[src/rtl/button_event_queue_if.sv]
// Key-code stream from the button event queue to the calculator core.
// FIFO head, occupancy and lost-press flag share one bundle.
interface button_event_queue_if #(
   parameter int CODE_W = 3,
   parameter int CNT_W  = 3
);
   logic [CODE_W-1:0] key_code;
   logic              key_valid;
   logic              key_ready;
   logic [CNT_W-1:0]  count;
   logic              overflow;

   modport master (
      output key_code,
      output key_valid,
      output count,
      output overflow,
      input  key_ready
   );

   modport slave (
      input  key_code,
      input  key_valid,
      input  count,
      input  overflow,
      output key_ready
   );
endinterface

[src/rtl/button_event_queue.sv]
// Serialises simultaneous button presses lowest-index-first into a
// first-word-fall-through FIFO of key codes; lost presses pulse overflow.
module button_event_queue #(
   parameter int NUM_BTN = 8,
   parameter int CODE_W  = 3,
   parameter int DEPTH   = 4
) (
   input  logic                       clk5,
   input  logic                       reset,
   input  logic [NUM_BTN-1:0]         press,
   button_event_queue_if.master       q
);
   localparam int PTR_W = $clog2(DEPTH);
   localparam int CNT_W = $clog2(DEPTH + 1);
   localparam logic [CNT_W-1:0] FULL = CNT_W'(DEPTH);

   logic [NUM_BTN-1:0] pend;
   logic [NUM_BTN-1:0] sel;
   logic [NUM_BTN-1:0] taken;
   logic [CODE_W-1:0]  low_idx;
   logic [CODE_W-1:0]  mem [DEPTH];
   logic [PTR_W-1:0]   wptr;
   logic [PTR_W-1:0]   rptr;
   logic [CNT_W-1:0]   count;
   logic               overflow;
   logic               push;
   logic               pop;

   // Descending scan so the lowest set bit is the last one kept.
   always_comb begin
      sel     = '0;
      low_idx = '0;
      for (int i = NUM_BTN - 1; i >= 0; i--) begin
         if (pend[i]) begin
            sel     = '0;
            sel[i]  = 1'b1;
            low_idx = CODE_W'(i);
         end
      end
   end

   assign pop   = (count != '0) & q.key_ready;
   assign push  = (pend != '0) & ((count != FULL) | pop);
   assign taken = push ? sel : '0;

   always_ff @(posedge clk5 or negedge reset) begin
      if (!reset) begin
         pend     <= '0;
         wptr     <= '0;
         rptr     <= '0;
         count    <= '0;
         overflow <= 1'b0;
         for (int i = 0; i < DEPTH; i++) mem[i] <= '0;
      end else begin
         pend     <= (pend & ~taken) | press;
         overflow <= |(press & pend & ~taken);
         if (push) begin
            mem[wptr] <= low_idx;
            wptr      <= wptr + PTR_W'(1);
         end
         if (pop) rptr <= rptr + PTR_W'(1);
         case ({push, pop})
            2'b10:   count <= count + CNT_W'(1);
            2'b01:   count <= count - CNT_W'(1);
            default: count <= count;
         endcase
      end
   end

   assign q.key_code  = mem[rptr];
   assign q.key_valid = (count != '0);
   assign q.count     = count;
   assign q.overflow  = overflow;
endmodule

[src/flat_wrapper.sv]
// flat-port wrapper written by rule: the top's interface ports become plain ports
module button_event_queue_flat 
#(
   parameter int NUM_BTN = 8,
   parameter int CODE_W  = 3,
   parameter int DEPTH   = 4
)
  (clk5, reset, press, q_key_code, q_key_valid, q_count, q_overflow, q_key_ready);
  button_event_queue_if #(.CODE_W(CODE_W), .CNT_W(3)) q_i ();
  input  logic clk5;
  input  logic reset;
  input  logic [NUM_BTN-1:0] press;
  output wire logic [$bits(q_i.key_code)-1:0] q_key_code;
  output wire logic [$bits(q_i.key_valid)-1:0] q_key_valid;
  output wire logic [$bits(q_i.count)-1:0] q_count;
  output wire logic [$bits(q_i.overflow)-1:0] q_overflow;
  input wire logic [$bits(q_i.key_ready)-1:0] q_key_ready;
  assign q_key_code = q_i.key_code;
  assign q_key_valid = q_i.key_valid;
  assign q_count = q_i.count;
  assign q_overflow = q_i.overflow;
  assign q_i.key_ready = q_key_ready;
  button_event_queue #(.NUM_BTN(NUM_BTN), .CODE_W(CODE_W), .DEPTH(DEPTH)) u_core (.clk5(clk5), .reset(reset), .press(press), .q(q_i));
endmodule
[config.mk]
export PLATFORM = sky130hd
export DESIGN_NAME = button_event_queue_flat
export DESIGN_NICKNAME = d
export VERILOG_FILES = /design/src/rtl/button_event_queue_if.sv /design/src/rtl/button_event_queue.sv /design/src/flat_wrapper.sv
export SDC_FILE = /design/constraint.sdc
export NUM_CORES = 1
export LEC_CHECK = 0
export CAP_MARGIN = 10
export CORE_MARGIN = 2
export CORE_UTILIZATION = 49
export CTS_CLUSTER_DIAMETER = 40
export CTS_CLUSTER_SIZE = 30
export DETAILED_ROUTE_END_ITERATION = 8
export PLACE_DENSITY_LB_ADDON = 0.05
export SLEW_MARGIN = 20
export SYNTH_ARGS = -nofsm -noshare
export SYNTH_HDL_FRONTEND = slang
export SYNTH_SLANG_ARGS = --single-unit
export TNS_END_PERCENT = 5
[constraint.sdc]
create_clock -name clk5 -period 2.1 [get_ports clk5]
set_clock_uncertainty 0.1 [all_clocks]
set_input_delay 0.315 -clock clk5 [delete_from_list [all_inputs] [get_ports clk5]]
set_output_delay 0.315 -clock clk5 [all_outputs]
set_load 0.005 [all_outputs]
### Word-level counts from Yosys, hierarchy flattened

Cells that the tools add are included.

* add/subtract/negate cells: 4
* mux-type cells: 24
* bitwise gates (word level): 10
* reductions and logical operators: 5
* magnitude comparators: 3
* eq/ne operators: 3

Operators with widths (number)
* 2-to-1 mux 8 bit: 9
* 2-to-1 mux 3 bit: 11
* bitwise AND 8 bit: 3
* bitwise mux 12 bit: 1
* inverter 8 bit: 1
* OR 8 bit: 1
* nonzero test 8 bit: 1
* OR reduction 8 bit: 1
* binary-select mux 3 bit (select 2 bit): 1
* demux 3 bit (select 2 bit): 1
* greater-or-equal comparator 3 bit (second input constant): 2
* inverter 2 -> 3 bit: 2
* case mux 3 bit (2 select lines): 1
* adder 2 x 1 -> 2 bit (second input constant): 2
* adder 3 x 1 -> 3 bit (second input constant): 1
* < comparator 3 x 1 -> 1 bit (second input constant): 1
* inequality test 3 bit (second input constant): 1
* nonzero test 3 bit: 1
* subtractor 3 x 1 -> 3 bit (second input constant): 1
* bitwise AND 1 bit: 2
* equality test 2 x 1 -> 1 bit (second input constant): 1
* equality test 2 bit (second input constant): 1
* nonzero test 2 bit: 1
* logical AND 1 bit: 1
* OR 1 bit: 1

* bits in registers: 28
* output and inout bits: 8
* input bits: 11

### Longest topological paths before layout

Gate-level depths: netlist of the first run.

* depth in word-level cells: 12
* depth in mapped cells: 10
* mapped depth without buffers: 9

### Worst setup path after synthesis of the first run

No wires, ideal clock.

* path type: register -> register
* from: register u_core.pend[5]
* to: register u_core.count[2], in the netlist u_core.q.count[2]
* path buffers: 0
* required time: 1.921 ns
* arrival: 2.009 ns
* path slack: -0.088 ns
* setup time: 0.079 ns
* period minus slack after synthesis: 2.188 ns
* stages on the path, launching flop included: 10
* cell sequence: dfrtp_1 nor4_4 a21oi_4 inv_1 ha_1 inv_1 fa_1 xor2_1 nor2_1 xor2_1

* word-level cells in the longest chain between the ends: 4

RTL lines
* start, declared: line button_event_queue.sv:17 `logic [NUM_BTN-1:0] pend;`
* start signal, assigned: line button_event_queue.sv:55 `pend <= (pend & ~taken) | press;`
* nonzero test 8 bit *: line button_event_queue.sv:43 `assign push = (pend != '0) & ((count != FULL) | pop);`
* bitwise AND 1 bit *: line button_event_queue.sv:43
* equality test 2 x 1 -> 1 bit or equality test 2 bit (tied branches): line button_event_queue.sv:62 `case ({push, pop})`
* case mux 3 bit (2 select lines) or nonzero test 2 bit (tied branches)
* end signal, assigned: line button_event_queue.sv:63 `2'b10: count <= count + CNT_W'(1);`
* end signal, assigned: line button_event_queue.sv:64 `2'b01: count <= count - CNT_W'(1);`
* end signal, assigned: line button_event_queue.sv:65 `default: count <= count;`
* end, declared: line button_event_queue.sv:24 `logic [CNT_W-1:0] count;`

Mark *: on every way between the ends. The rest lies on a longest branch, timed or not.
A chain may end at the register's enable or synchronous reset.

### Final worst setup path of the first run

* from: register u_core.pend[7]
* to: register u_core.count[2], in the netlist u_core.q.count[2]

Same word-level chain as after synthesis.

==> flow_summary.toml, run 1 <==
[setup_path]
worst_ep_required_time_ps = 2220
critical_path.max_stage_delay_ps = 440
endpoint_kind = "flop"
cp_max_fo = 2
slowest_stage = "dfrtp_1"
cp_top_family = "simple AND/OR/NAND/NOR gates"
startpoint_type = "flop"
cp_cell_sequence = "nor4_4, a21oi_4, inv_2, ha_4, inv_2, fa_2, xor2_1, nor2_1, xor2_1"
crit_arrival_ps = 2240
criticalPathCategory = "flop to flop"
path_buf_inv = 2

[placed_design]
dp_hpwl_um = 2370
routabilityCongestion = 0.786
dp_cells = 185
place_ws_ps = -341
port_buffers = 18
placed_area_sq_um = 1790

[route]
vias = 1079
wire_per_inst_um = 16.3
totalWireLength_um = 3120
vias_per_cell = 5.65
ant_nets = 0
drt_pass1_iterations = 6
drt_iter0_drc = 45
drc = 1

[finish]
final_cells = 191
antenna_cells = 0
syn_to_final_growth_pct = 27.0
stdcell_area_sq_um = 1870
nets = 178
drive_above_1_share_pct = 26.3
fill_cells = 231
fin_util_pct = 66.6

[power]
ir_worst_vdd_mv = 0.665
power.density_nw_per_um2 = 1120
p_leak_nw = 0.840

[floorplanning]
pin_count = 19
std_cell_rows = 19
dieArea_sq_um = 3460
fp.dieH_um = 58.8
coreArea_sq_um = 2810
initial_utilization_pct = 52.5
die_w_um = 58.8

[synth]
syn_avg_cell_area_sq_um = 11.8
synth-seq-cells = 28
syn_area_sq_um = 1470
synthCells = 125
synth_cell_types = 36
ys_seq_area_share_pct = 47.6
synth_warnings = 0
syn-num-nets = 142

[grt]
antenna_found_initial = 0
grt-ovfl-total = 0
gr-usage-all-layers_pct = 20.8
grt_max_degree = 29
grt_pass1_wl_um = 5400
grt_pass1_vias = 1183

[timing]
clock.fmax_mhz = 472
setup_viol = 1
tightest_slew_ps = 536
finalCritPeriodShare_pct = 101
rsz0062_at_grt = "yes"
drv_slew = 0
min_period_ps = 2120
slew_headroom_pct = 64.2
final_hold_viol_count = 0
finalWorstSetupSlack_ps = -16.8

[cts]
cts_sinks = 28
cts-htree-levels = 1
cts-root-buf = "clkbuf_4"
worstSkewPairLatency_ps = 320
cts.clk_slew.worst_paths_ps = 150
cts_buffers = 3
max-clock-path-buffers = 2
hold_buffers = 0
cts_tree = "done"

[min_path]
hp-class = "input port to asynchronous set/reset pin"

[status]
violations = "DRC, setup timing"
status = "finished with violations"

[job]
cap_viol_max_count = 0
cells in the final DEF (no fill, tap or decap), drive strengths merged, types with 3 or more instances in the layout:
cell           instances
dfrtp                 28
mux2                   8
clkbuf                 3
a22o                   3
clkdlybuf4s50         15
inv                    9
buf                   16
nand2                  9
mux4                   3
ha                     5
nor2                   8
dlygate4sd2            3
a21oi                  6
a21o                   5
o21ai                  6
xor2                   3
xnor2                  3
power by group:
| group | switching, W | internal [W] | total [W] |
|---|---|---|---|
| logic | 0.000361 | 0.000509 | 0.000869 |
| clock network | 0.000152 | 0.000193 | 0.000345 |
| registers | 0.000166 | 0.000713 | 0.000878 |
| total | 0.000679 | 0.00141 | 0.00209 |
flip-flops by register name, indices dropped and copies added, names as in the netlist:
signal	cells
u_core.q.overflow	1
u_core.mem	12
u_core.q.count	3
u_core.pend	8
u_core.wptr	2
u_core.rptr	2
metal layers:
layer	wire length (um)	global-route usage [%]
met5	0	0
met4	39	7.47
met3	83	2.42
met2	1570	35.1
met1	1430	27.8
repair_timing:
| item | in CTS | in global routing |
|---|---|---|
| hold endpoints to repair | 0 | 0 |
| pin swaps | 0 | 4 |
| endpoints found under the setup margin | 4 | 3 |
| buffers inserted | 1 | 1 |
| resized for setup | 5 | 3 |
synthesized netlist by cell type:
cell	n	share of area, %
dfrtp_1	28	48
inv_1	9	2.3
nand2_1	9	2.3
mux2_2	8	6.1
nor2_1	8	2.0
o21ai_0	6	2.0
a21o_1	5	2.6
a21oi_1	5	1.7
ha_1	5	4.3
a22o_1	3	1.8
mux4_2	3	4.6
xnor2_1	3	1.8
xor2_1	3	1.8
a211oi_1	2	1.0
a31oi_1	2	0.85
and2_1	2	0.85
nand2b_1	2	0.85
nor2b_1	2	0.85
nor4_4	2	2.9
or3_1	2	0.85
a21oi_4	1	1.1
a221oi_1	1	0.60
a22oi_1	1	0.51
a311oi_1	1	0.60
buf_4	1	0.51
clkbuf_1	1	0.25
clkbuf_2	1	0.34
fa_1	1	1.4
mux2i_1	1	0.68
nand4_1	1	0.43
nor3b_4	1	1.3
nor4b_2	1	1.0
o211ai_1	1	0.51
o21bai_1	1	0.51
o311ai_0	1	0.60
o32a_1	1	0.68
cell type report:
| cell class | count | area, sq um | share of cell area, % |
|---|---|---|---|
| inverters | 9 | 33.8 | 1.81 |
| flip-flops and latches | 28 | 703 | 37.6 |
| clock buffers | 3 | 22.5 | 1.20 |
| clock inverters | 1 | 30.0 | 1.61 |
| repair buffers | 34 | 297 | 15.9 |
| well taps | 31 | 38.8 | 2.07 |
| multi-input cells | 85 | 744 | 39.8 |
cell families (layout without fill, tap and decap cells):
logic type / Yosys count / in the layout / share of synthesized area [%]
compound gates: 31 / 31 / 15.1
simple gates: 30 / 30 / 13.3
flops: 28 / 28 / 47.6
mux: 12 / 12 / 11.4
buf+inv: 12 / 47 / 3.40
fa+ha+maj: 6 / 6 / 5.61
xor+xnor: 6 / 6 / 3.57
per-stage QoR:
step,hold WS [ps],power (W),setup TNS (ps)
floorplan,-80.6,0.00138,-59.9
global route,277,0.00226,-183
detailed placement,398,0.00175,-558
finish,255,0.00209,-16.8
global placement,384,0.00169,-323
CTS,255,0.00210,-61.6
final timing paths:
check	from	endpoint	slack [ps]	cells after the start
worst min-delay path	reset	u_core.wptr[0]	250	2
min in group clk5	u_core.mem[9]	u_core.mem[9]	430	1
max in group asynchronous	reset	u_core.rptr[0]	1370	2
worst max-delay path	u_core.pend[7]	u_core.q.count[2]	-20	9
worst min register to register	u_core.mem[9]	u_core.mem[9]	430	1
worst max register to register	u_core.pend[7]	u_core.q.count[2]	-20	9
Note: power is estimated with default switching activity, not from simulation.
==> run 2: changes to the inputs <==
CORE_UTILIZATION = 50   (was 49)
clock period = 2.35 ns   (was 2.1 ns; I/O delays follow)
==> run 2 against run 1 <==
The flow now finishes without violations. Critical path depth is 7 lower. Via count is 3.5% lower. Largest power group unchanged. Die area is 1.9% lower. Critical endpoint is now q_key_code[0]. Sequential power is 11% lower. Sequential share of layout area is 1.8 points higher. Core utilization is 2.6 points lower. Clock-buffer cell count stayed put. Total power is 13% lower.
==> flow_summary.toml, run 2 (synthesis results as in run 1) <==
[timing]
tightest_slew_ps = 564
min_period_ps = 2240
setup_viol = 0
drv_slew = 0
rsz0062_at_grt = "no"
slew_headroom_pct = 62.4
finalCritPeriodShare_pct = 95.4
fin_setup_tns_ps = 0
final_hold_viol_count = 0
clock.fmax_mhz = 446

[setup_path]
critical_path.max_stage_delay_ps = 520
startpoint_type = "flop"
crit_arrival_ps = 1790
cp_cell_sequence = "mux4_2, clkdlybuf4s50_1"
timing.critical_path.from = "u_core.rptr[0]"
path_buf_inv = 1
endpoint_kind = "primary output"
cp_top_family = "multiplexers"
criticalPathCategory = "flop to primary output"
slowest_stage = "mux4_2"
r2r_start = "u_core.pend[4]"
cp_max_fo = 5
worst_ep_required_time_ps = 1900

[grt]
grt_pass1_wl_um = 5160
grt-ovfl-total = 0
gr-usage-all-layers_pct = 20.4
antenna_found_initial = 0
grt_max_degree = 29
grt_pass1_vias = 1090

[cts]
cts_buffers = 3
cts_setup_buffers = 0
max-clock-path-buffers = 2
cts-root-buf = "clkbuf_4"
cts.clk_slew.worst_paths_ps = 160
worstSkewPairLatency_ps = 340
cts_sinks = 28
cts_tree = "done"
cts-htree-levels = 1

[route]
vias_per_cell = 5.72
wire_per_inst_um = 15.9
ant_nets = 0
vias = 1041
drc = 0
drt_iter0_drc = 61
totalWireLength_um = 2890
drt_pass1_iterations = 6

[finish]
layout_common_cells = "dfrtp_1 (27), clkdlybuf4s50_1 (18), inv_1 (9), nand2_1 (9)"
antenna_cells = 0
drive_above_1_share_pct = 18.5
stdcell_area_sq_um = 1780
regArea_sq_um = 702
top_regs = "u_core.mem x12, u_core.pend x8, u_core.q.count x3"
fill_cells = 259
largest_reg_flops = 12
syn_to_final_growth_pct = 21.0
regMostFlops = "u_core.mem"
layout_commonest_cell = "dfrtp_1"
multi_input_area_sq_um = 721
nets = 169

[power]
power.density_nw_per_um2 = 1030
ir_worst_vdd_mv = 0.718
p_leak_nw = 0.788

[floorplanning]
dieArea_sq_um = 3390
fp.dieH_um = 58.2
std_cell_rows = 19
coreArea_sq_um = 2780
initial_utilization_pct = 52.9
die_w_um = 58.2
pin_count = 19

[status]
status = "complete, no violations"

[placed_design]
dp_hpwl_um = 2150
placed_area_sq_um = 1730
routabilityCongestion = 0.785
port_buffers = 18

[min_path]
hp-class = "input port to asynchronous set/reset pin"

[job]
cap_viol_max_count = 0
## run 2: cell types whose count changed in the layout (fill, tap and decap cells not counted)
cell             previous run  this run
buf_4                      16         7
dlygate4sd2_1               3         0
inv_1                       7         9
nor4b_2                     0         1
inv_2                       2         0
fa_2                        1         0
ha_4                        1         0
nor4b_4                     1         0
fa_1                        0         1
clkdlybuf4s50_1            15        18
dfrtp_2                     2         1
dfrtp_1                    26        27
ha_1                        4         5
## run 2: report_power, final
part	total, W	internal, W	switching, W
Sequential	0.000780	0.000636	0.000144
Clock	0.000321	0.000173	0.000149
Combinational	0.000727	0.000436	0.000291
Total	0.00183	0.00125	0.000584
## run 2: metal layers
metal	share of wire [%]	vias up	GRT usage [%]
met1	44	520	28.2
met5	0	-	0
met3	4.5	4	2.01
met4	1.8	0	8.97
met2	49	23	33.0
li1	-	494	-
## run 2: path summary, 6_finish.rpt
kind	endpoint	slack [ps]	cells after the start
min in group clk5	u_core.mem[1]	420	1
hold reg to reg	u_core.mem[1]	420	1
setup reg to reg	u_core.q.count[2]	170	9
setup / recovery	q_key_code[0]	110	2
hold / removal	u_core.mem[11]	260	2
max in group asynchronous	u_core.rptr[0]	1610	2
## run 2: cell type report
class / instances / share of cell area, %
inverter: 9 / 1.90
multi-input combinational: 85 / 40.5
clock buffer: 3 / 1.26
sequential: 28 / 39.4
clock inverter: 1 / 1.69
timing repair buffer: 25 / 13.1
tap: 31 / 2.18
## run 2: per-stage QoR
stage	hold WS, ps	util, %	setup slack [ps]	total power (W)	cells
detailed placement	393	62.1	-128	0.00153	178
global route	281	64.0	0.276	0.00196	182
CTS	274	64.0	77.0	0.00185	182
global placement	385	62.1	-38.7	0.00149	178
finish	263	64.0	108	0.00183	182
floorplan	-43.1	-	162	0.00123	125
## run 2: repair_timing
action                     CTS  global route
hold buffers                 0             0
gates resized for setup      1             0
setup endpoints to repair    1             0
==> run 3: changes to the inputs <==
GPL_TIMING_DRIVEN = 1   (was unset)
==> results of run 3 <==
No change in the layout: final DEF, timing and power equal those of run 2.
